[src/rtl/lsu_word_bridge_pkg.sv]
// Shared encodings for the load/store word bridge: opcodes, exception codes,
// FSM states, lane selectors and the latched-request record.
package lsu_word_bridge_pkg;

  localparam logic [2:0] OP_LW  = 3'd0;
  localparam logic [2:0] OP_LH  = 3'd1;
  localparam logic [2:0] OP_LHU = 3'd2;
  localparam logic [2:0] OP_LB  = 3'd3;
  localparam logic [2:0] OP_LBU = 3'd4;
  localparam logic [2:0] OP_SW  = 3'd5;
  localparam logic [2:0] OP_SH  = 3'd6;
  localparam logic [2:0] OP_SB  = 3'd7;

  localparam logic [1:0] EXC_NONE     = 2'd0;
  localparam logic [1:0] EXC_MISALIGN = 2'd1;
  localparam logic [1:0] EXC_RANGE    = 2'd2;

  localparam logic [1:0] ST_IDLE = 2'd0;
  localparam logic [1:0] ST_RD   = 2'd1;
  localparam logic [1:0] ST_WR   = 2'd2;
  localparam logic [1:0] ST_RESP = 2'd3;

  localparam logic [1:0] BYTE0 = 2'd0;
  localparam logic [1:0] BYTE1 = 2'd1;
  localparam logic [1:0] BYTE2 = 2'd2;
  localparam logic [1:0] BYTE3 = 2'd3;
  localparam logic HALF_LO = 1'b0;
  localparam logic HALF_HI = 1'b1;

  typedef struct packed {
    logic [2:0]  op;
    logic [1:0]  lane;
    logic [31:0] wdata;
  } lsu_req_t;

  function automatic logic is_store(input logic [2:0] op);
    return (op == OP_SW) || (op == OP_SH) || (op == OP_SB);
  endfunction

  // Word accesses need both low bits clear, half accesses only bit 0.
  function automatic logic is_misaligned(input logic [2:0] op, input logic [1:0] lane);
    logic mis;
    mis = 1'b0;
    case (op)
      OP_LW, OP_SW:         mis = (lane != BYTE0);
      OP_LH, OP_LHU, OP_SH: mis = lane[0];
      default:              mis = 1'b0;
    endcase
    return mis;
  endfunction

endpackage

[src/rtl/lsu_word_bridge_lane_unit.sv]
// Combinational lane logic: extracts/extends load data from a word and merges
// sub-word store data into an old word. Little-endian lane numbering.
module lsu_lane_unit
  import lsu_word_bridge_pkg::*;
(
  input  logic [2:0]  op,
  input  logic [1:0]  lane,
  input  logic [31:0] word,
  input  logic [31:0] wdata,
  output logic [31:0] rdata,
  output logic [31:0] merged
);

  logic [7:0]  sel_byte;
  logic [15:0] sel_half;

  always_comb begin
    sel_byte = word[7:0];
    case (lane)
      BYTE0:   sel_byte = word[7:0];
      BYTE1:   sel_byte = word[15:8];
      BYTE2:   sel_byte = word[23:16];
      BYTE3:   sel_byte = word[31:24];
      default: sel_byte = word[7:0];
    endcase
    sel_half = (lane[1] == HALF_HI) ? word[31:16] : word[15:0];
  end

  always_comb begin
    rdata = '0;
    case (op)
      OP_LW:   rdata = word;
      OP_LH:   rdata = {{16{sel_half[15]}}, sel_half};
      OP_LHU:  rdata = {16'h0000, sel_half};
      OP_LB:   rdata = {{24{sel_byte[7]}}, sel_byte};
      OP_LBU:  rdata = {24'h000000, sel_byte};
      default: rdata = '0;
    endcase
  end

  // Only the addressed lane changes; every other byte keeps the old word.
  always_comb begin
    merged = word;
    case (op)
      OP_SW: merged = wdata;
      OP_SH: begin
        if (lane[1] == HALF_HI) merged[31:16] = wdata[15:0];
        else                    merged[15:0]  = wdata[15:0];
      end
      OP_SB: begin
        case (lane)
          BYTE0:   merged[7:0]   = wdata[7:0];
          BYTE1:   merged[15:8]  = wdata[7:0];
          BYTE2:   merged[23:16] = wdata[7:0];
          BYTE3:   merged[31:24] = wdata[7:0];
          default: merged        = word;
        endcase
      end
      default: merged = word;
    endcase
  end

endmodule

[src/rtl/lsu_word_bridge.sv]
// Load/store bridge from the CPU memory stage to a word-wide data memory.
// Sub-word stores are done as read-modify-write; one request in flight.
module lsu_word_bridge
  import lsu_word_bridge_pkg::*;
#(
  parameter int ADDR_W    = 32,
  parameter int MEM_WORDS = 3072
) (
  input  logic              clk,
  input  logic              reset,
  input  logic              req_valid,
  output logic              req_ready,
  input  logic [2:0]        req_op,
  input  logic [ADDR_W-1:0] req_addr,
  input  logic [31:0]       req_wdata,
  output logic              resp_valid,
  input  logic              resp_ready,
  output logic [31:0]       resp_rdata,
  output logic [1:0]        resp_exc,
  output logic [ADDR_W-1:0] mem_addr,
  output logic [31:0]       mem_wdata,
  output logic              mem_write,
  input  logic [31:0]       mem_rdata
);

  localparam logic [ADDR_W:0] ADDR_LIMIT = (ADDR_W+1)'(MEM_WORDS * 4);

  logic [1:0]  state;
  lsu_req_t    req_q;
  logic [1:0]  accept_exc;
  logic [31:0] lane_rdata;
  logic [31:0] lane_merged;

  // Misalignment wins over range so a bad odd address reports as misaligned.
  always_comb begin
    accept_exc = EXC_NONE;
    if (is_misaligned(req_op, req_addr[1:0]))
      accept_exc = EXC_MISALIGN;
    else if ({1'b0, req_addr} >= ADDR_LIMIT)
      accept_exc = EXC_RANGE;
  end

  assign req_ready  = (state == ST_IDLE);
  assign resp_valid = (state == ST_RESP);
  assign mem_write  = (state == ST_WR);

  lsu_lane_unit u_lane (
    .op     (req_q.op),
    .lane   (req_q.lane),
    .word   (mem_rdata),
    .wdata  (req_q.wdata),
    .rdata  (lane_rdata),
    .merged (lane_merged)
  );

  // mem_addr is loaded at accept so it is already valid during RD and WR;
  // mem_wdata is staged one cycle ahead so WR drives a registered word.
  always_ff @(posedge clk) begin
    if (reset) begin
      state      <= ST_IDLE;
      req_q      <= '0;
      resp_rdata <= '0;
      resp_exc   <= EXC_NONE;
      mem_addr   <= '0;
      mem_wdata  <= '0;
    end else begin
      case (state)
        ST_IDLE: begin
          if (req_valid) begin
            req_q.op    <= req_op;
            req_q.lane  <= req_addr[1:0];
            req_q.wdata <= req_wdata;
            resp_rdata  <= '0;
            resp_exc    <= accept_exc;
            if (accept_exc != EXC_NONE) begin
              state <= ST_RESP;
            end else begin
              mem_addr <= {req_addr[ADDR_W-1:2], 2'b00};
              if (req_op == OP_SW) begin
                mem_wdata <= req_wdata;
                state     <= ST_WR;
              end else begin
                state <= ST_RD;
              end
            end
          end
        end
        ST_RD: begin
          if (is_store(req_q.op)) begin
            mem_wdata <= lane_merged;
            state     <= ST_WR;
          end else begin
            resp_rdata <= lane_rdata;
            state      <= ST_RESP;
          end
        end
        ST_WR: begin
          state <= ST_RESP;
        end
        ST_RESP: begin
          if (resp_ready) state <= ST_IDLE;
        end
        default: begin
          state <= ST_IDLE;
        end
      endcase
    end
  end

endmodule

[config.mk]
export PLATFORM = sky130hd
export DESIGN_NAME = lsu_word_bridge
export DESIGN_NICKNAME = d
export VERILOG_FILES = /design/src/rtl/lsu_word_bridge_pkg.sv /design/src/rtl/lsu_word_bridge_lane_unit.sv /design/src/rtl/lsu_word_bridge.sv
export SDC_FILE = /design/constraint.sdc
export NUM_CORES = 1
export LEC_CHECK = 0
export CAP_MARGIN = 20
export CELL_PAD_IN_SITES_DETAIL_PLACEMENT = 1
export CELL_PAD_IN_SITES_GLOBAL_PLACEMENT = 1
export CORE_MARGIN = 4
export CORE_UTILIZATION = 32
export CTS_CLUSTER_SIZE = 10
export DETAILED_ROUTE_END_ITERATION = 10
export PLACE_DENSITY = 0.76
export SKIP_LAST_GASP = 1
export SYNTH_ARGS = -nofsm -noshare
export SYNTH_HDL_FRONTEND = slang
export SYNTH_HIERARCHICAL = 1
export SYNTH_SLANG_ARGS = --single-unit
[constraint.sdc]
create_clock -name clk -period 2.32 [get_ports clk]
set_input_delay 0.232 -clock clk [delete_from_list [all_inputs] [get_ports clk]]
set_output_delay 0.232 -clock clk [all_outputs]
set_load 0.005 [all_outputs]
After elaboration in Yosys (flattened, before gate mapping)
Cells that the tools add are included.

operators by class
  magnitude comparators = 1
  eq/ne operators = 23
  multiplexer cells = 27
  bitwise logic cells = 1
  reductions and logical operators = 16

operator list
  cell                    number
  $mux W32                6
  $pmux W32 S5            1
  $pmux W32 S2            2
  $pmux W32 S3            1
  $mux W16                3
  $ge A32 B14 Y1 const B  1
  $mux W8                 4
  $pmux W8 S4             1
  $eq A3 B3 Y1 const B    6
  $mux W2                 6
  $eq A3 B2 Y1 const B    3
  $eq A2 B2 Y1 const B    4
  $ne A2 B2 Y1 const B    4
  $pmux W2 S4             1
  $eq A3 B1 Y1 const B    2
  $logic_not A3 Y1        2
  $reduce_and A3 Y1       2
  $reduce_bool A2 Y1      3
  $reduce_and A5 Y1       1
  $eq A2 B1 Y1 const B    2
  $logic_not A2 Y1        2
  $ne A2 B1 Y1 const B    2
  $reduce_and A2 Y1       2
  $reduce_or A3 Y1        1
  other kinds (5)         6

storage, ports and cells
  flip-flop bits (word level) = 135
  logic and storage cells = 76

Depth between registers and ports, before layout
Gate-level depths: netlist of the first run.

  depth after elaboration = 8
  gate-level depth with buffers = 10

By module
The synthesis of the first run kept the hierarchy.

by module, submodules not included
  module           times used  cells an instance  area each (µm²)  sequential area each (µm²)
  lsu_word_bridge  1           623                5672.9           2702.6
  lsu_lane_unit    1           238                1611.5           0.0

Worst setup path after synthesis of the first run
Ideal clock, no wire load.

  path type = reg2reg
  start = register state[0]
  end = register mem_wdata[6]
  library setup time = 0.146 ns
  data arrival time = 2.232 ns
  setup slack = -0.058 ns
  stages on the path, launching flop included = 11
  buffers on the path = 3
  clock period less this slack = 2.378 ns
  cells stage by stage = dfxtp_1 inv_1 ha_1 buf_6 mux2i_1 a211o_1 or4b_1 buf_6 buf_6 a221oi_2 a211oi_2

between the ends
  word-level cells in the longest chain between the ends = 3
  elaborated cells on any way between the ends = 9
  classes of those cells = eq/ne: 5; mux: 1; reduce/logical: 3

RTL lines
  what                                                  RTL line               RTL
  start, declared                                       lsu_word_bridge.sv:28  logic [1:0] state;
  start signal, assigned                                lsu_word_bridge.sv:60  state <= ST_IDLE;
  start signal, assigned                                lsu_word_bridge.sv:76  state <= ST_RESP;
  start signal, assigned                                lsu_word_bridge.sv:81  state <= ST_WR;
  $logic_not A2 Y1 (*)                                  --
  via req_ready                                         lsu_word_bridge.sv:12  output logic req_ready,
  $ne A2 B1 Y1 (no line), or another cell as far along  --
  $reduce_and A5 Y1 (no line)                           --
  end signal, assigned                                  lsu_word_bridge.sv:80  mem_wdata <= req_wdata;
  end signal, assigned                                  lsu_word_bridge.sv:90  mem_wdata <= lane_merged;
  end, declared                                         lsu_word_bridge.sv:21  output logic [31:0] mem_wdata,

The timed path passes the listed nets; every way through them passes the cells marked *.
A chain may end at the register's enable or synchronous reset.

Worst setup path in the final report of the first run
  start = register state[0]
  end = register mem_wdata[6]

between the ends
  word-level cells in the longest chain between the ends = 3
  elaborated cells on any way between the ends = 9
  classes of those cells = eq/ne: 5; mux: 1; reduce/logical: 3

RTL lines
  what                                                     RTL line               RTL
  $eq A2 B1 Y1 / $logic_not A2 Y1 (equally long branches)  lsu_word_bridge.sv:67  case (state)
  $ne A2 B2 Y1 (no line), or another cell as far along     --
  $reduce_and A5 Y1 (no line)                              --

Parallel ways exist; a longest one is shown, timed or not.

==> out/metrics.cfg, run 1 <==
[placed_design]
gp_congestion = 0.880
place_area_sq_um = 9630
hpwlAfterDp_um = 19700
place_worst_setup_slack_ns = -0.291
port-buffer-count = 201

[clock_tree]
clkTransAtPathRegs_ns = 0.06
cts.path.max_buffers = 2
clock_latency_ns = 0.43
cts_tree = yes
htreeDepth = 4
clock-root-buffer = clkbuf_16
cts_made_buffers = 17
cts_num_sinks = 135

[synth]
synth.area.mux_share_pct = 5.62
yosysMostFrequentCell = nand2_1
synthCells = 861
yosysTopAreaCellShare_pct = 37.1
avgSynthCellArea_sq_um = 8.46
ys_top_cells_by_area = dfxtp_1 37%, nand2_1 7.0%, a21oi_1 6.8%, a211oi_2 5.2%, a221oi_2 5.2%
ys_types = 56
netlist_area_sq_um = 7280
synthTopCellsByCount = 136 x nand2_1, 135 x dfxtp_1, 99 x a21oi_1, 54 x nor2_1
synthAdderAreaFrac_pct = 0.687
yosys_warnings = 6
synth-xor-area-share_pct = 0
ys.flop_type = dfxtp_1
synth-compound-area-share_pct = 28.2
synth_top_family_by_area = compound AO/OA/AOI/OAI gates
yosys.area_share.simple_pct = 21.5
ys_async_sr_fraction_pct = 0
ys_ff_latch = 135
yosysTopAreaCell = dfxtp_1
synth_edf_count = 0
seq_area_frac_synth_pct = 37.1

[finish]
nets = 1166
antenna_cells = 0
synthToLayoutAreaGrowth_pct = 46.7
drive_above_1_share_pct = 17.8
final.fill_count = 2537
design_area_sq_um = 10700

[min_path]
hp-start = reset
min-delay-path-class = input pin to register

[timing]
fmaxAchievable_ghz = 0.427
hold_viol = 0
slew_violations = 0
final.min_clock_period_ns = 2.34
setup_violations = 4
clock_skew_ns = 0.0177
relSlewSlack_pct = 43.7
setup_ws_ns = -0.0232
tightestPinTransition_ns = 0.841
grt_setup_unrepaired = yes
whs_ns = 0.0689
period_share_pct = 101

[worst_setup_path]
cp.required_ns = 2.59
critical_path.max_fanout = 7
critPathArrivalTime_ns = 2.61
end_kind = register
worst-setup-path-type = register to register
ff2ff_path_depth = 9
reg2reg_setup_slack_ns = -0.02
r2r-start = state[0]$_SDFFE_PP0P_
r2r-end = mem_wdata[6]$_SDFFE_PP0P_
crit_end = mem_wdata[6]$_SDFFE_PP0P_
startpoint_type = register
startpoint = state[0]$_SDFFE_PP0P_

[floorplan]
die_y_um = 159
io_pins = 204
die_area_sq_um = 25200
floorplan.initialDensity_pct = 33.0
rows = 54
die_x_um = 159
core_area_sq_um = 22100

[routing]
vias = 7346
wl_per_cell_um = 21.2
wirelength_um = 28700
antenna_left = 0
vias_per_cell = 5.43
first_pass_iters = 5
drtIter0Drc = 409
drc = 0

[outcome]
failed_checks = setup timing
status = finished with violations

[global_routing]
grt_pass1_wl_um = 44900
grt-ovfl-total = 0
grt_antenna_before_repair = 0
globalRouteTotalUtil_pct = 22.3
grt_max_degree = 98
grt_pass1_vias = 7846

[pwr]
ir_drop_v = 0.000528
p_per_area_nw_per_um2 = 767
leakage_nw = 3.71

[run]
max-cap-violations = 0

repair_timing:
item                       4_1_cts  5_1_grt
hold buffers                     0        0
setup endpoints to repair       32       32
pin swaps                       23       11
cloned                           6        0
gates resized for setup         33        1
setup buffers                    4        0
where the power goes:
group          internal, W  switching (W)
registers          0.00254       0.000185
logic              0.00102        0.00158
clock network      0.00178        0.00109
total              0.00534        0.00285
worst min path at each step:
stage | end | slack (ns) | cells after the start
floorplan | req_q[16]$_SDFFE_PP0P_ | 0.37 | 2
global placement | resp_rdata[23]$_SDFFE_PP0P_ | 0.44 | 2
detailed placement | resp_rdata[6]$_SDFFE_PP0P_ | 0.44 | 2
CTS | mem_wdata[29]$_SDFFE_PP0P_ | 0.06 | 2
global route | mem_wdata[24]$_SDFFE_PP0P_ | 0.06 | 2
finish | mem_wdata[24]$_SDFFE_PP0P_ | 0.07 | 2
placed cells by master, fill, tap and decap left out, drive strengths merged, types with 3 or more instances in the layout:
master / synthesis / routed
clkdlybuf4s50: 0 / 200
nand2: 139 / 139
dfxtp: 135 / 135
a21oi: 107 / 107
nor2: 56 / 56
buf: 33 / 55
nor2b: 44 / 44
o21ai: 36 / 36
nand3: 34 / 34
a211oi: 34 / 34
a221oi: 32 / 32
and2: 28 / 28
mux2i: 24 / 24
inv: 22 / 23
clkbuf: 44 / 21
a221o: 17 / 17
a22oi: 16 / 16
o22ai: 8 / 8
nand2b: 7 / 7
mux4: 7 / 7
clkinv: 0 / 5
nor4: 4 / 4
ha: 4 / 4
bufinv: 0 / 3
or2: 3 / 3
nor3: 3 / 3
o21a: 3 / 3
stage by stage:
stage | setup TNS (ns) | util, % | power (W) | std cells
6_report | -0.0396 | 48.4 | 0.00819 | 1352
3_3_place_gp | -8.03 | 43.6 | 0.00514 | 1310
4_1_cts | 0 | 48.3 | 0.00822 | 1352
2_1_floorplan | 0 | - | 0.00421 | 862
3_5_place_dp | -10.68 | 43.6 | 0.00518 | 1310
5_1_grt | -1.58 | 48.4 | 0.00861 | 1352
sequential cells by signal, summed over array words and instances, names as in the netlist:
register,cells
resp_rdata,32
state,2
resp_exc,2
mem_wdata,32
mem_addr,30
req_q,37
layout make-up:
type / count / area (sq um) / share of cell area (%)
clock inverter: 11 / 146 / 1.37
sequential: 135 / 2710 / 25.3
clock buffer: 21 / 470 / 4.40
timing repair buffer: 255 / 2600 / 24.3
multi-input combinational: 628 / 4330 / 40.5
inverter: 22 / 82.6 / 0.773
tap: 280 / 350 / 3.28
per-layer routing:
layer	track usage, %	routed length [um]	up-vias
met5	0	0	-
li1	-	-	3447
met4	7.50	831	0
met3	8.58	2440	57
met1	24.8	11200	3554
met2	39.0	14200	288
worst max-delay path, cell delays in order (launching register included):
cell and delay, ns:
dfxtp_4 0.35, inv_2 0.05, ha_4 0.16, mux2i_1 0.13, a211o_1 0.25, or4b_4 0.53, buf_12 0.18, buf_16 0.16
a221oi_4 0.27, a211oi_2 0.08
logic make-up (layout without fill, tap and decap cells):
family	after synthesis	in the layout
AOI/OAI and AO/OA	262	262
adders and majority gates	4	4
buffers and inverters	99	309
DFF	135	135
muxes	32	32
other	1	2
and+or+nand+nor	328	328
No activity file was read; power rests on OpenSTA's default activity.
==> inputs of run 2 (changes only) <==
ABC_CLOCK_PERIOD_IN_PS = 2320   (was default)
REMOVE_ABC_BUFFERS = 1   (was default)
==> out/metrics.cfg, run 2 (same netlist as run 1, synthesis figures left out) <==
[finish]
nets = 1171
synthToLayoutAreaGrowth_pct = 47.9
antenna_cells = 0
layout_commonest_cell = clkdlybuf4s50_1
regMostFlops = req_q
largest_reg_flops = 37
reg_top3 = req_q x37, mem_wdata x32, resp_rdata x32
final.fill_count = 2526
multi_input_area_sq_um = 4450
regArea_sq_um = 2710
instances_no_fill = 1356
design_area_sq_um = 10800
drive_above_1_share_pct = 17.9
layout_common_cells = 200 x clkdlybuf4s50_1, 136 x nand2_1, 133 x dfxtp_1

[clock_tree]
htreeDepth = 4
cts_num_sinks = 135
clkTransAtPathRegs_ns = 0.06
clock_latency_ns = 0.44
cts_tree = yes
cts.path.max_buffers = 2
hold_buffers = 0
cts_made_buffers = 17
clock-root-buffer = clkbuf_16

[pwr]
seq_power_share_pct = 32.9
leakage_nw = 3.74
sw_frac_of_total_pct = 34.6
clockPowerShare_pct = 35.1
pwr-share-comb_pct = 32.0
p_switching_w = 0.00283
intPower_w = 0.00536
p_per_area_nw_per_um2 = 760
ir_drop_v = 0.000586

[floorplan]
core_area_sq_um = 22100
die_y_um = 159
rows = 54
die_x_um = 159
io_pins = 204
die_area_sq_um = 25200
floorplan.initialDensity_pct = 33.0

[placed_design]
gp_congestion = 0.818
port-buffer-count = 201
place_area_sq_um = 9650
dp_cells = 1311
hpwlAfterDp_um = 19100

[routing]
drc = 0
antenna_left = 0
first_pass_iters = 5
vias = 7343
vias_per_cell = 5.42
wl_per_cell_um = 21.0
drtIter0Drc = 373
wirelength_um = 28500

[worst_setup_path]
critPathArrivalTime_ns = 2.64
startpoint_type = register
path_cells = inv_1, ha_2, mux2i_1, a211o_1, or4b_4, clkbuf_16, a221oi_4, a211oi_2
cp_slowest_stage_delay_ns = 0.68
critical_path.max_fanout = 8
end_kind = register
worst-setup-path-type = register to register
crit_slowest_cell = or4b_4
cp.required_ns = 2.62

[global_routing]
grt_antenna_before_repair = 0
globalRouteTotalUtil_pct = 20.5
grt_pass1_vias = 7414
grt-ovfl-total = 0
grt_pass1_wl_um = 41600
grt_max_degree = 98

[timing]
grt_setup_unrepaired = yes
tightestPinTransition_ns = 0.954
slew_violations = 0
relSlewSlack_pct = 36.4
setup_violations = 5
hold_viol = 0
fmaxAchievable_ghz = 0.428
clock_skew_ns = 0.0143
setup_ws_ns = -0.0175
period_share_pct = 101
final.min_clock_period_ns = 2.34

[outcome]
status = finished with violations
failed_checks = setup timing

[run]
max-cap-violations = 0

[min_path]
min-delay-path-class = input pin to register

run 2: layout make-up:
class                           instances  share of cell area [%]
Clock buffer                           22                    4.22
Tap cell                              280                    3.25
Multi-Input combinational cell        628                    41.3
Timing Repair Buffer                  260                    23.9
Sequential cell                       135                    25.1
Inverter                               22                   0.767
Clock inverter                          9                    1.39
run 2: final timing paths:
check                             start                          to  slack, ns  cells after the start
min reg2reg  resp_rdata[7]$_SDFFE_PP0P_  resp_rdata[7]$_SDFFE_PP0P_       0.45                      2
max               state[0]$_SDFFE_PP0P_  mem_wdata[30]$_SDFFE_PP0P_      -0.02                      8
max reg2reg       state[0]$_SDFFE_PP0P_  mem_wdata[30]$_SDFFE_PP0P_      -0.02                      8
min                               reset    mem_addr[9]$_SDFFE_PP0P_       0.07                      2
run 2: routing by layer:
layer / up-vias / GRT usage [%] / routed length (um)
met5: - / 0 / 0
met2: 288 / 34.5 / 13800
met4: 0 / 8.21 / 917
met3: 53 / 6.77 / 2280
li1: 3452 / - / -
met1: 3550 / 24.3 / 11600
run 2: power groups by stage:
stage          combinational (W)  clock [W]  sequential, W
3_5_place_dp             0.00245          0        0.00273
5_1_grt                  0.00285    0.00305        0.00272
6_report                 0.00262    0.00288        0.00269
2_1_floorplan            0.00126          0        0.00276
4_1_cts                  0.00249    0.00293        0.00268
3_3_place_gp             0.00241          0        0.00273
run 2: metrics by stage:
stage	utilization, %	power, W	worst slack (ns)	hold WS [ns]	setup TNS [ns]
2_1_floorplan	-	0.00402	-3.26	0.297	-197.60
3_3_place_gp	43.7	0.00514	-0.264	0.441	-9.45
3_5_place_dp	43.7	0.00518	-0.311	0.444	-10.10
4_1_cts	46.6	0.00810	0.00864	0.0613	0
5_1_grt	48.8	0.00862	-0.0949	0.0746	-1.62
6_report	48.8	0.00819	-0.0175	0.0690	-0.0436
run 2: worst max-delay path: cells and delay by family, from the launching register on:
kind            cells  cell delay [ns]
simple gates        1             0.68
flops               1             0.33
compound gates      3             0.58
buf+inv             2             0.31
mux                 1             0.14
fa+ha+maj           1             0.18
run 2: repair_timing:
action                     CTS  global route
pin swaps                    0            46
resized for setup            7            32
cloned                       0             5
setup buffers                0             9
setup endpoints to repair    7            30
